[src/rtl/capi_jctrl_arb_sm.sv]
// -----------------------------------------------------------------------------
// capi_jctrl_arb_sm
//
// Job-control quiesce sequencer for the AFU command path. Each channel may post
// one control command into its own holding slot. Pending slots are served one
// at a time in round-robin order. Serving a command means:
//   1. drop the AFU command issue enable and wait a settle delay,
//   2. wait for the outstanding-command count to drain to zero (or give up
//      after a programmable quiet timeout),
//   3. pulse the command out for execution and wait for its completion,
//   4. free the slot and re-enable AFU command issue.
// The block also keeps the AFU outstanding-command count, saturating on
// overflow and flagging responses that arrive while the count is zero.
//
// Ports
//   clk          clock, all state on the rising edge
//   reset        synchronous, active-high
//   i_cmd_v      per-channel command valid
//   i_cmd_d      per-channel payload, channel k in [k*cmd_width +: cmd_width]
//   o_cmd_r      per-channel ready (holding slot empty)
//   i_cmd_cmpl   execution-complete pulse for the active command
//   o_cmd_v      execute pulse (combinational, in the QUIET exit cycle)
//   o_cmd_d      payload of the active command (QUIET through EXECUTE)
//   o_cmd_ch     channel index of the active command (QUIET through EXECUTE)
//   o_cmd_forced qualifies o_cmd_v: issued after a quiet timeout
//   i_cmd_sent   AFU command issued (outstanding +1)
//   i_rsp_rcvd   AFU response received (outstanding -1)
//   o_cmd_en     AFU command issue enable (registered, 1 iff IDLE last cycle)
//   i_cfg_dly    settle delay in cycles, 0 behaves as 1
//   i_cfg_to     quiet timeout in cycles, 0 disables the timeout
//   o_outst      current outstanding count
//   o_err_to     pulse on quiet timeout
//   o_err_uf     pulse on a response received while the count is zero
// -----------------------------------------------------------------------------
module capi_jctrl_arb_sm #(
  parameter int channels   = 4,
  parameter int ch_width   = 2,
  parameter int cmd_width  = 8,
  parameter int cred_width = 8,
  parameter int dly_width  = 4,
  parameter int to_width   = 16
) (
  input  logic                            clk,
  input  logic                            reset,
  input  logic [channels-1:0]             i_cmd_v,
  input  logic [channels*cmd_width-1:0]   i_cmd_d,
  output logic [channels-1:0]             o_cmd_r,
  input  logic                            i_cmd_cmpl,
  output logic                            o_cmd_v,
  output logic [cmd_width-1:0]            o_cmd_d,
  output logic [ch_width-1:0]             o_cmd_ch,
  output logic                            o_cmd_forced,
  input  logic                            i_cmd_sent,
  input  logic                            i_rsp_rcvd,
  output logic                            o_cmd_en,
  input  logic [dly_width-1:0]            i_cfg_dly,
  input  logic [to_width-1:0]             i_cfg_to,
  output logic [cred_width-1:0]           o_outst,
  output logic                            o_err_to,
  output logic                            o_err_uf
);

  // One extra bit so (pointer + offset) never wraps before the modulo step.
  localparam int IW = ch_width + 1;

  typedef enum logic [1:0] {
    ST_IDLE    = 2'd0,
    ST_DISABLE = 2'd1,
    ST_QUIET   = 2'd2,
    ST_EXECUTE = 2'd3
  } state_t;

  state_t                 state_q;
  state_t                 state_d;

  logic [channels-1:0]    slot_full_q;
  logic [cmd_width-1:0]   slot_d_q [channels];
  logic [channels-1:0]    cap_vec;
  logic [channels-1:0]    free_vec;
  logic                   any_full;

  // Doubles as the round-robin pointer (last granted) and the active grant.
  logic [ch_width-1:0]    gnt_q;
  logic [ch_width-1:0]    arb_idx;

  logic [dly_width-1:0]   dly_cnt_q;
  logic [to_width-1:0]    to_cnt_q;
  logic [cred_width-1:0]  outst_q;
  logic                   cmd_en_q;

  logic                   grant_now;
  logic                   quiet_drain;
  logic                   quiet_force;
  logic                   quiet_exit;

  // Saturating up/down update of the outstanding count; simultaneous inc and
  // dec cancel, underflow holds at zero (flagged separately).
  function automatic logic [cred_width-1:0] outst_upd(
    input logic [cred_width-1:0] cur,
    input logic                  inc,
    input logic                  dec
  );
    logic [cred_width-1:0] nxt;
    nxt = cur;
    if (inc && !dec && (cur != {cred_width{1'b1}})) begin
      nxt = cur + 1'b1;
    end else if (dec && !inc && (cur != '0)) begin
      nxt = cur - 1'b1;
    end
    return nxt;
  endfunction

  // Zero delay behaves as a single settle cycle.
  function automatic logic [dly_width-1:0] dly_load(input logic [dly_width-1:0] cfg);
    return (cfg == '0) ? dly_width'(1) : cfg;
  endfunction

  // ---------------------------------------------------------------------------
  // Holding slots: capture/free decode
  // ---------------------------------------------------------------------------
  always_comb begin
    cap_vec  = '0;
    free_vec = '0;
    for (int k = 0; k < channels; k++) begin
      cap_vec[k]  = i_cmd_v[k] & ~slot_full_q[k] & ~reset;
      free_vec[k] = (state_q == ST_EXECUTE) & i_cmd_cmpl & (gnt_q == ch_width'(k));
    end
  end

  assign any_full = |slot_full_q;

  always_ff @(posedge clk) begin
    if (reset) begin
      slot_full_q <= '0;
    end else begin
      slot_full_q <= (slot_full_q & ~free_vec) | cap_vec;
    end
  end

  always_ff @(posedge clk) begin
    for (int k = 0; k < channels; k++) begin
      if (cap_vec[k]) begin
        slot_d_q[k] <= i_cmd_d[k*cmd_width +: cmd_width];
      end
    end
  end

  // ---------------------------------------------------------------------------
  // Round-robin arbiter: first full slot after the last grant
  // ---------------------------------------------------------------------------
  always_comb begin
    logic [IW-1:0] idx_w;
    logic          hit;
    arb_idx = gnt_q;
    hit     = 1'b0;
    idx_w   = '0;
    for (int i = 1; i <= channels; i++) begin
      idx_w = {1'b0, gnt_q} + IW'(i);
      if (idx_w >= IW'(channels)) begin
        idx_w = idx_w - IW'(channels);
      end
      if (!hit && slot_full_q[idx_w[ch_width-1:0]]) begin
        hit     = 1'b1;
        arb_idx = idx_w[ch_width-1:0];
      end
    end
  end

  assign grant_now = (state_q == ST_IDLE) & any_full;

  always_ff @(posedge clk) begin
    if (reset) begin
      gnt_q <= ch_width'(channels - 1);
    end else if (grant_now) begin
      gnt_q <= arb_idx;
    end
  end

  // ---------------------------------------------------------------------------
  // Settle-delay and quiet-timeout counters
  // ---------------------------------------------------------------------------
  always_ff @(posedge clk) begin
    if (reset) begin
      dly_cnt_q <= '0;
    end else if (grant_now) begin
      dly_cnt_q <= dly_load(i_cfg_dly);
    end else if (state_q == ST_DISABLE) begin
      dly_cnt_q <= dly_cnt_q - 1'b1;
    end
  end

  always_ff @(posedge clk) begin
    if (reset) begin
      to_cnt_q <= '0;
    end else if (state_q == ST_QUIET) begin
      to_cnt_q <= to_cnt_q + 1'b1;
    end else begin
      to_cnt_q <= '0;
    end
  end

  // The drain test deliberately uses the registered count, so a response in
  // cycle n lets the command go out in cycle n+1 at the earliest.
  assign quiet_drain = (outst_q == '0);
  assign quiet_force = ~quiet_drain & (i_cfg_to != '0) &
                       (to_cnt_q == (i_cfg_to - to_width'(1)));
  assign quiet_exit  = quiet_drain | quiet_force;

  // ---------------------------------------------------------------------------
  // Sequencer FSM: state register
  // ---------------------------------------------------------------------------
  always_ff @(posedge clk) begin
    if (reset) begin
      state_q <= ST_IDLE;
    end else begin
      state_q <= state_d;
    end
  end

  // ---------------------------------------------------------------------------
  // Sequencer FSM: next state
  // ---------------------------------------------------------------------------
  always_comb begin
    state_d = state_q;
    case (state_q)
      ST_IDLE: begin
        if (any_full) begin
          state_d = ST_DISABLE;
        end
      end
      ST_DISABLE: begin
        if (dly_cnt_q == dly_width'(1)) begin
          state_d = ST_QUIET;
        end
      end
      ST_QUIET: begin
        if (quiet_exit) begin
          state_d = ST_EXECUTE;
        end
      end
      ST_EXECUTE: begin
        if (i_cmd_cmpl) begin
          state_d = ST_IDLE;
        end
      end
      default: state_d = ST_IDLE;
    endcase
  end

  // ---------------------------------------------------------------------------
  // Sequencer FSM: outputs
  // ---------------------------------------------------------------------------
  always_comb begin
    o_cmd_v      = 1'b0;
    o_cmd_forced = 1'b0;
    o_err_to     = 1'b0;
    o_cmd_d      = '0;
    o_cmd_ch     = '0;
    if (state_q == ST_QUIET) begin
      o_cmd_v      = quiet_exit;
      o_cmd_forced = quiet_force;
      o_err_to     = quiet_force;
    end
    if ((state_q == ST_QUIET) || (state_q == ST_EXECUTE)) begin
      o_cmd_d  = slot_d_q[gnt_q];
      o_cmd_ch = gnt_q;
    end
  end

  // ---------------------------------------------------------------------------
  // Issue enable and outstanding-count registers
  // ---------------------------------------------------------------------------
  always_ff @(posedge clk) begin
    if (reset) begin
      cmd_en_q <= 1'b0;
      outst_q  <= '0;
    end else begin
      cmd_en_q <= (state_q == ST_IDLE);
      outst_q  <= outst_upd(outst_q, i_cmd_sent, i_rsp_rcvd);
    end
  end

  assign o_cmd_en = cmd_en_q;
  assign o_outst  = outst_q;
  // Slots are forced to read as empty during reset; captures are already
  // suppressed by cap_vec.
  assign o_cmd_r  = reset ? {channels{1'b1}} : ~slot_full_q;
  assign o_err_uf = ~reset & i_rsp_rcvd & ~i_cmd_sent & (outst_q == '0);

endmodule

[config.mk]
export PLATFORM = sky130hd
export DESIGN_NAME = capi_jctrl_arb_sm
export DESIGN_NICKNAME = d
export VERILOG_FILES = /design/src/rtl/capi_jctrl_arb_sm.sv
export SDC_FILE = /design/constraint.sdc
export NUM_CORES = 1
export LEC_CHECK = 0
export BUFFER_PORTS_ARGS = -buffer_cell sky130_fd_sc_hd__buf_2
export CAP_MARGIN = 30
export CORE_MARGIN = 3
export CORE_UTILIZATION = 40
export DETAILED_ROUTE_END_ITERATION = 8
export GPL_TIMING_DRIVEN = 0
export PLACE_DENSITY = 0.66
export SETUP_SLACK_MARGIN = 0.05
export SLEW_MARGIN = 30
export SYNTH_ARGS = -nofsm -noshare
export SYNTH_HDL_FRONTEND = slang
export SYNTH_SLANG_ARGS = --single-unit
[constraint.sdc]
create_clock -name clk -period 2.8 [get_ports clk]
set_input_delay 0.14 -clock clk [delete_from_list [all_inputs] [get_ports clk]]
set_output_delay 0.14 -clock clk [all_outputs]
set_load 0.01 [all_outputs]
==> results.txt <==
Leak: 2.04 nW
Clock tree root buffer cell: clkbuf_8
Post-Synth Simple-Gate Area: 0.194
Worst Setup Slack post-DPL: -0.202 ns
Final hold vios: 0
Mux cell area share after synthesis: 0.0766
CTS tree: built
Gr usage total: 0.177
Worst slew margin: 0.493
Slew Limit Fails: 0
Final Wtd Congestion: 0.814
Ys Warns: 0
Post-synthesis adder-cell area fraction: 0.0639
Final TNS setup: 0 ns
CP cell instances: nand4_1 -> o21ai_4 -> ha_1 -> a21o_1 -> a21oi_2 -> o21bai_1 -> a21oi_2 -> o21ai_1 -> or4b_2 -> nand3_1
Initial antenna violation count: 0
Hold-critical path depth: 3
Placed Cells incl. Taps: 575
Total gr overflow: 0
Ys flop type: dfxtp_1
Setup Skew: 0.0111 ns
Synth Area in Compound Gates: 0.0831
Setup Viol. Count Final: 0
HP Class: input port to flip-flop
Remaining DRCs: 0
Routed wire length: 9.32 mm
Final Net Count: 570
Max-Cap Viols: 0
CTS Buffer Depth: 2
Port Buffer Count: 87
Fmax: 386 MHz
Critical path launch point type: flip-flop
Antenna Violating Nets Remaining: 0
First-pass GRT wire length: 15.8 mm
VDD IR max: 440 µV
Die Wd: 104 µm
EDFF count, synth: 32
Worst Hold End: dly_cnt_q[1]$_SDFFE_PP0P_
Main combinational cell family by area after synthesis: simple AND/OR/NAND/NOR gates
CTS sink count: 71
Distinct cells, synth: 51
Worst R2R Start: o_outst[1]$_SDFFE_PP0P_
Ant diodes: 0
XOR/XNOR share of the synthesized area: 0.103
RR Endpoint: o_outst[7]$_SDFFE_PP0P_
Critical path start-end classification: flip-flop to flip-flop
Synth Instances: 357
#FFs+latches synth: 71
Slew @ Worst Pin: 0.758 ns
Crit path capture type: flip-flop
Initial DRT Pass Iterations: 4
DR iter-0 viols: 99
CP arrival: 2.87 ns
RSZ-0062 raised after global routing: no
Via count: 3127
Reg2reg setup slack: 0.21 ns
Starting Density: 0.413
Num CTS Buffers: 9
Syn avg cell area: 10.7 µm²
Worst R2R Path Depth: 10
CTS clock-pin slew for the worst setup and hold paths: 0.08 ns
Post-Layout Cell Count: 624
Die Y-Extent: 104 µm
Final period utilization: 0.924
Die area: 10800 µm²
Synthesis-to-layout area growth: 31.7%
Detailed Place HPWL: 6.78 mm
Via/cell ratio: 5.01
Worst Path Buf+Inv: 0
PD cells: 721 nW/µm²
Later-pin clock latency in the skew report: 0.34 ns
Vias in the first global route: 3160
Cell mode on critical path: a21oi_2
Synthesized area: 3840 µm²
# rows: 35
Largest net degree at the start of global routing: 14
CP Max Fanout: 6
Crit-path slowest cell: or4b_2
DR WL/cell: 14.9 µm
Post-Syn Nets: 437
# IOs: 88
Core area: 9280 µm²
Tmin final: 2.59 ns
Final worst slack: 0.212 ns
Post-synthesis sequential area ratio: 0.454
Ratio of cells with drive above 1 in the final layout: 0.297
Asr flop ratio synth: 0
Critical Path RT: 3.08 ns
Status: finished clean
Hold_sp: i_cfg_dly[1]
Slowest cell delay on critical path: 0.62 ns
CP delay by family, top: compound AO/OA/AOI/OAI gates
# H-tree levels: 3
[repair_timing]
| action | 4_1_cts | 5_1_grt |
|---|---|---|
| buffers inserted | 2 | 0 |
| endpoints found under the hold margin | 32 | 0 |
| gates resized for setup | 4 | 6 |
| hold buffers | 32 | 0 |
| pin swaps | 1 | 0 |
| setup endpoints to repair | 2 | 2 |
[worst max-delay path by stage]
stage,from,to,slack (ns),cells past startpoint
finish,o_outst[1]$_SDFFE_PP0P_,o_outst[7]$_SDFFE_PP0P_,0.21,10
global route,o_outst[1]$_SDFFE_PP0P_,o_outst[7]$_SDFFE_PP0P_,0.07,10
CTS,o_outst[2]$_SDFFE_PP0P_,o_outst[7]$_SDFFE_PP0P_,0.06,10
detailed placement,o_outst[0]$_SDFFE_PP0P_,o_outst[7]$_SDFFE_PP0P_,-0.20,10
global placement,o_outst[0]$_SDFFE_PP0P_,o_outst[7]$_SDFFE_PP0P_,-0.18,10
floorplan,o_outst[0]$_SDFFE_PP0P_,o_outst[7]$_SDFFE_PP0P_,0.09,10
[sequential cells by signal, summed over array words and instances, names as in the netlist, named ones only]
name,cells
to_cnt_q,16
state_q,2
slot_d_q,32
o_outst,8
o_cmd_en,1
gnt_q,2
slot_full_q,4
dly_cnt_q,4
[where the power goes]
part           leakage [nW]  total (W)  switching (W)  internal (W)
Clock                 0.104   0.000912       0.000404      0.000508
Combinational          1.32    0.00135       0.000690      0.000655
Sequential            0.618    0.00139       0.000144       0.00124
[cell usage in the layout (no fill, tap or decap), types with 9 or more instances in the layout]
master / synthesis / layout
inv_1: 14 / 14
nor2_1: 33 / 33
a21oi_1: 13 / 11
nand3_1: 9 / 9
dfxtp_1: 39 / 34
clkbuf_8: 0 / 9
nor2b_1: 12 / 12
mux4_2: 9 / 9
dlygate4sd3_1: 0 / 32
buf_2: 0 / 87
xnor2_1: 29 / 29
edfxtp_1: 32 / 32
ha_1: 18 / 18
xor2_1: 16 / 16
o21ai_0: 12 / 10
nand2_1: 19 / 19
[cells in the mapped netlist (6+ instances only)]
master,n,area share
a21oi_1,13,0.017
clkbuf_1,8,0.0078
nor2_1,33,0.032
nand3_1,9,0.012
mux2i_1,8,0.021
nand2_1,19,0.019
mux4_2,9,0.053
xor2_1,16,0.037
xnor2_1,29,0.066
o21ai_0,12,0.016
a31oi_1,6,0.0098
ha_1,18,0.059
dfxtp_1,39,0.20
nand4_1,8,0.013
nor2b_1,12,0.020
nor3_1,6,0.0078
inv_1,14,0.014
edfxtp_1,32,0.25
[cell families after synthesis]
| group | count (synthesis) |
|---|---|
| mux | 18 |
| flops | 71 |
| buf+inv | 24 |
| fa+ha+maj | 19 |
| xor+xnor | 45 |
| compound gates | 50 |
| simple gates | 130 |
[worst register-to-register path, stage by stage (launching register included)]
cell and delay [ns]:
dfxtp_2 0.39, nand4_1 0.17, o21ai_4 0.22, ha_1 0.25
a21o_1 0.19, a21oi_2 0.18, o21bai_1 0.10, a21oi_2 0.19
o21ai_1 0.13, or4b_2 0.62, nand3_1 0.10
[routing by layer]
metal / share of wire / track usage / vias up / wire length (µm)
met5: 0 / 0 / - / 0
met4: 0.011 / 0.0503 / 0 / 101
met3: 0.057 / 0.0410 / 9 / 535
met2: 0.48 / 0.294 / 93 / 4440
met1: 0.46 / 0.233 / 1464 / 4250
li1: - / - / 1561 / -
[stage by stage]
| step | util | total power, W | instance area, µm² | hold slack [ns] |
|---|---|---|---|---|
| floorplan | - | 0.00233 | 3840 | 0.239 |
| global placement | 0.478 | 0.00265 | 4440 | 0.317 |
| detailed placement | 0.482 | 0.00269 | 4470 | 0.319 |
| CTS | 0.544 | 0.00366 | 5050 | 0.0469 |
| global route | 0.544 | 0.00389 | 5050 | 0.0975 |
| finish | 0.544 | 0.00364 | 5050 | 0.0606 |
[cell type report]
| type | count | area (µm²) |
|---|---|---|
| fillers | 830 | 4230 |
| repair buffers | 123 | 786 |
| inverters | 14 | 52.6 |
| plain buffers | 9 | 41.3 |
| clock inverters | 6 | 92.6 |
| clock buffers | 10 | 128 |
| well taps | 129 | 161 |
| multi-input cells | 262 | 2050 |
| flip-flops and latches | 71 | 1750 |
Power figures use the tool's default switching activity.
